--- config.mk ---
export PLATFORM = sky130hd
export DESIGN_NAME = traffic_density_sensor
export DESIGN_NICKNAME = d
export VERILOG_FILES = /design/src/rtl/traffic_density_sensor.sv
export SDC_FILE = /design/constraint.sdc
export NUM_CORES = 1
export LEC_CHECK = 0
export CORE_MARGIN = 2
export CORE_UTILIZATION = 60
export CTS_BUF_LIST = sky130_fd_sc_hd__clkbuf_16
export DETAILED_ROUTE_END_ITERATION = 16
export GPL_ROUTABILITY_DRIVEN = 0
export MAX_ROUTING_LAYER = met4
export PLACE_DENSITY = 0.76
export SYNTH_ARGS = -nofsm -noshare
export SYNTH_HDL_FRONTEND = slang
export SYNTH_SLANG_ARGS = --single-unit
--- constraint.sdc ---
create_clock -name clk -period 3.2 [get_ports clk]
set_input_delay 0.32 -clock clk [delete_from_list [all_inputs] [get_ports clk]]
set_output_delay 0.32 -clock clk [all_outputs]
set_load 0.01 [all_outputs]
--- src/rtl/traffic_density_sensor.sv ---
// Three-lane loop-detector front end: synchronise, debounce, count arrivals per
// sampling window and classify each road as light/heavy with heavy-release hysteresis.
module traffic_density_sensor #(
    parameter int WINDOW  = 1000,
    parameter int DEB     = 4,
    parameter int CW      = 8,
    parameter int LOW_TH  = 2,
    parameter int HIGH_TH = 5,
    parameter int HYST    = 2
) (
    input  logic       clk,
    input  logic       reset,
    input  logic [2:0] det,
    output logic [2:0] L,
    output logic [2:0] H,
    output logic       valid,
    output logic [2:0] sat
);

    localparam int WCW = (WINDOW > 1) ? $clog2(WINDOW) : 1;
    localparam int DCW = (DEB > 1) ? $clog2(DEB) : 1;

    localparam logic [WCW-1:0] WC_LAST = WCW'(WINDOW - 1);
    localparam logic [DCW-1:0] DC_LAST = DCW'(DEB - 1);
    localparam logic [CW-1:0]  VC_MAX  = '1;
    localparam logic [CW-1:0]  TH_LOW  = CW'(LOW_TH);
    localparam logic [CW-1:0]  TH_HIGH = CW'(HIGH_TH);
    localparam logic [CW-1:0]  TH_KEEP = CW'(HIGH_TH - HYST);

    logic [2:0]     r_s1;
    logic [2:0]     r_s;
    logic [2:0]     r_lvl;
    logic [2:0]     r_sat_w;
    logic [DCW-1:0] r_dc [3];
    logic [CW-1:0]  r_vc [3];
    logic [WCW-1:0] r_wc;

    logic           w_close;
    logic [2:0]     w_rise;
    logic [2:0]     w_sat_now;
    logic [2:0]     w_h_new;
    logic [2:0]     w_l_new;
    logic [CW-1:0]  w_n [3];

    // w_n is the count including an arrival on this very edge, so a rise that
    // coincides with the window close is classified in the closing window.
    always_comb begin
        w_close = (r_wc == WC_LAST);
        for (int unsigned i = 0; i < 3; i++) begin
            w_rise[i]    = r_s[i] && !r_lvl[i] && (r_dc[i] == DC_LAST);
            w_sat_now[i] = w_rise[i] && (r_vc[i] == VC_MAX);
            w_n[i]       = (w_rise[i] && !w_sat_now[i]) ? r_vc[i] + CW'(1) : r_vc[i];
            w_h_new[i]   = (w_n[i] >= TH_HIGH) || (H[i] && (w_n[i] >= TH_KEEP));
            w_l_new[i]   = !w_h_new[i] && (w_n[i] >= TH_LOW);
        end
    end

    always_ff @(posedge clk) begin
        if (reset) begin
            r_s1    <= '0;
            r_s     <= '0;
            r_lvl   <= '0;
            r_sat_w <= '0;
            r_wc    <= '0;
            L       <= '0;
            H       <= '0;
            sat     <= '0;
            valid   <= 1'b0;
            for (int unsigned i = 0; i < 3; i++) begin
                r_dc[i] <= '0;
                r_vc[i] <= '0;
            end
        end else begin
            r_s1 <= det;
            r_s  <= r_s1;

            for (int unsigned i = 0; i < 3; i++) begin
                if (r_s[i] == r_lvl[i]) begin
                    r_dc[i] <= '0;
                end else if (r_dc[i] == DC_LAST) begin
                    r_lvl[i] <= r_s[i];
                    r_dc[i]  <= '0;
                end else begin
                    r_dc[i] <= r_dc[i] + DCW'(1);
                end
            end

            if (w_close) begin
                r_wc    <= '0;
                H       <= w_h_new;
                L       <= w_l_new;
                sat     <= r_sat_w | w_sat_now;
                valid   <= 1'b1;
                r_sat_w <= '0;
                for (int unsigned i = 0; i < 3; i++) begin
                    r_vc[i] <= '0;
                end
            end else begin
                r_wc    <= r_wc + WCW'(1);
                valid   <= 1'b0;
                r_sat_w <= r_sat_w | w_sat_now;
                for (int unsigned i = 0; i < 3; i++) begin
                    r_vc[i] <= w_n[i];
                end
            end
        end
    end

endmodule

==> impl_results.md <==
- Status: completed
- Critical path arrival: 2.69 ns
- Critical Path Start Type: register
- DRC: 0
- Clock Power Share: about 46%
- Via count: 2,679
- Setup crit start: r_vc[0][8]
- Final setup vio count: 0
- Compound-Gate Fraction of Synth Area: between 10% and 20%
- Hold_buf cts: 0
- Avg Vias per Cell: 5.77
- Critical path type: register to register
- Core footprint: 5200 um^2
- Synth cell types: 58
- Maximum clock path buffer count: 2
- Leakage power: 1.46 nW
- Clk root buf: clkbuf_16
- H-tree Lvls: 3
- Sequential share of power: between 40% and 50%
- First-pass GRT wire length: around 11,000 um
- Die Span X: just under 80 um
- Total stage count of the critical path: 6
- Comb power frac: a little over 6%
- Fin Hold WS: 0.436 ns
- Largest net degree at the start of global routing: 28
- Area leader, netlist: edfxtp_1
- TritonCTS buffer count: 9
- Adder-Cell Fraction of Synth Area: 3.80%
- Grt ovf: 0
- Post_cts resized: 0
- Post-synth ARST share: 0%
- Die H: a little under 80 um
- Synth Area per Inst: 9.41 um^2
- Largest family of logic cells by synthesized area: simple AND/OR/NAND/NOR gates
- Maximum VDD drop: 333 uV
- Sw frac: 23.4%
- Crit Path Max Fanout: 8
- CTS Sinks: 62
- FMAX: 403 MHz
- Critical path's top delay family: simple AND/OR/NAND/NOR gates
- Worst min-delay path class: register to register
- Yosys warnings: 0
- Data required, critical path: 3.41 ns
- Non-filler cells, final: 464
- N_diodes: 0
- Setup crit end kind: register
- FF-to-FF path depth: 6
- Reg-to-reg critical path startpoint: r_vc[0][8]
- Initial DRC Count: 188
- Worst path cell trace: ha_1 -> and4_4 -> or4_4 -> a222oi_1 -> nand4_1 -> o31a_1
- Number of flops mapped to enable cells by yosys: 30
- Clock Skew: around 0.0074 ns
- Antenna violations before repair: 0
- Critical path's slowest cell: edfxtp_1
- DRT Pass-1 Iters: 4
- Most common cell in the synthesized netlist: nor2_1
- FP Rows: 26
- Clock-pin slew on the worst setup and hold paths: 0.05 ns
- Internal: 0.00143 W
- Synth Instances: 350
- All-layer global routing usage: 23.4%
- Die ar.: 6090 um^2
- Port Buf Inserts: 14
- Synth Area in Simple Gates: 25.8%
- P&R area growth vs syn: 17.0%
- Max-slew headroom: a little over three fifths
- Power per cell area: a little under 500 nW/um^2
- Antenna-violating nets left: 0
- Post-synth top cells: nor2_1 (61), dfxtp_1 (32), edfxtp_1 (30), nand3_1 (18), nand2_1 (17)
- Worst-Margin Slew: between 0.5 and 0.6 ns
- DP Cell Count: 448
- Vias in the first global route: between 2,000 and 2,500
- Layout cell share with drive strength beyond 1: 6.60%
- Final hold vios: 0
- WP buf/inv: 0
- Detailed placement HPWL: 4480 um
- Reg2Reg Setup Slack: 0.72 ns
- Final Critical Period: 2.48 ns
- Setup Fix Bufs, Post-CTS: 0
- Final Cycle Share: between 70 and 80%
- Proportion of synthesized area in mux cells: 2.13%
- Yosys top cell area share: 27.4%
- Critical path endpoint: H[1]
- Netlist Area Pre-Place: approximately 3300 um^2
- Initial Util: 63.2%
- Seq cells post-synth: 62
- NetSw: 0.000436 W
- Largest cells by area after synthesis: edfxtp_1 (27%), dfxtp_1 (19%), nor2_1 (7.0%)
- Drt total wl: approximately 6400 um
- Slew Limit Fails: 0
- TritonCTS clock tree: built
- RSZ-0062 raised after global routing: no
- Clock latency on the worst-skew pair: 0.33 ns
- Slowest cell delay on critical path: a little under 0.5 ns
- Maxcap violations: 0
- RR Endpoint: H[1]
- Sequential fraction of the synthesis area: 46.8%
- Synth Area in XOR/XNOR: 5.59%
- Fin Setup TNS: 0 ns
- WL/cell: 13.7 um
- Nets: roughly 400
- Ys flop type: dfxtp_1
- I/O pins: 15
==> stage by stage <==
step | instance area (um^2) | util [%] | worst slack [ns] | total power (W)
global placement | 3580 | 68.9 | 0.848 | 0.00103
floorplan | 3400 | - | 0.901 | 0.00100
detailed placement | 3580 | 68.9 | 0.739 | 0.00103
CTS | 3850 | 74.0 | 0.722 | 0.00188
global route | 3850 | 74.0 | 0.618 | 0.00193
finish | 3850 | 74.0 | 0.716 | 0.00187
==> cell type report <==
cell class / instances / area [um^2]
timing repair buffer: 17 / 163
tap: 70 / 87.6
inverter: 8 / 30.0
fill: 398 / 1350
clock inverter: 7 / 42.5
multi-input combinational: 291 / 1760
clock buffer: 9 / 225
sequential: 62 / 1540
==> kinds of logic (layout without fill, tap and decap cells) <==
kind of cell / after synthesis / in the layout
compound gates: 59 / 59
simple gates: 164 / 164
xor+xnor: 21 / 21
buf+inv: 26 / 41
other cells: 1 / 30
mux: 7 / 7
fa+ha+maj: 10 / 10
flops: 62 / 62
==> how the worst min path moves through the flow <==
stage | start | endpoint | slack (ns) | cells past startpoint
detailed placement | r_s1[0] | r_s[0] | 0.43 | 1
finish | r_s1[2] | r_s[2] | 0.44 | 1
global placement | r_s1[2] | r_s[2] | 0.42 | 1
floorplan | r_s1[0] | r_s[0] | 0.41 | 1
CTS | r_s1[0] | r_s[0] | 0.44 | 1
global route | r_s1[1] | r_s[1] | 0.46 | 1
==> flip-flops by register name, summed over array words and instances, names as in the netlist <==
signal	cells
r_vc	24
L	3
r_wc	10
r_sat_w	3
valid	1
H	3
r_dc	6
r_s	3
sat	3
r_s1	3
r_lvl	3
==> power by group through the flow <==
stage	clock, W	combinational (W)	sequential, W
floorplan	0	0.000100	0.000900
global placement	0	0.000109	0.000917
detailed placement	0	0.000112	0.000918
CTS	0.000867	0.000113	0.000902
global route	0.000895	0.000129	0.000909
finish	0.000848	0.000114	0.000904
==> per-layer routing <==
metal	wire [um]	vias to the layer above	track usage [%]	share of wire [%]
met3	264	9	7.24	4.1
li1	-	1343	-	-
met2	3000	57	35.8	47
met1	3040	1270	30.7	48
met4	64	0	5.96	1.0
met5	0	-	-	0
==> placed cells by master, fill, tap and decap left out, types with 5 or more instances in the layout <==
cell	synthesis	final
nand4_1	9	9
inv_1	8	9
ha_1	10	10
and4_1	6	6
a31oi_1	8	8
nand2_1	17	17
edfxtp_1	30	30
nor2_1	61	61
xor2_1	9	9
nand3_1	18	18
clkdlybuf4s50_1	0	14
nand2b_1	5	5
and3_1	8	8
nor2b_1	7	7
mux2i_1	7	7
clkbuf_16	0	9
a211oi_1	8	8
nor3_1	8	8
conb_1	1	30
xnor2_1	12	12
a21oi_1	11	11
dfxtp_1	32	32
(Power assumes the default switching activity.)
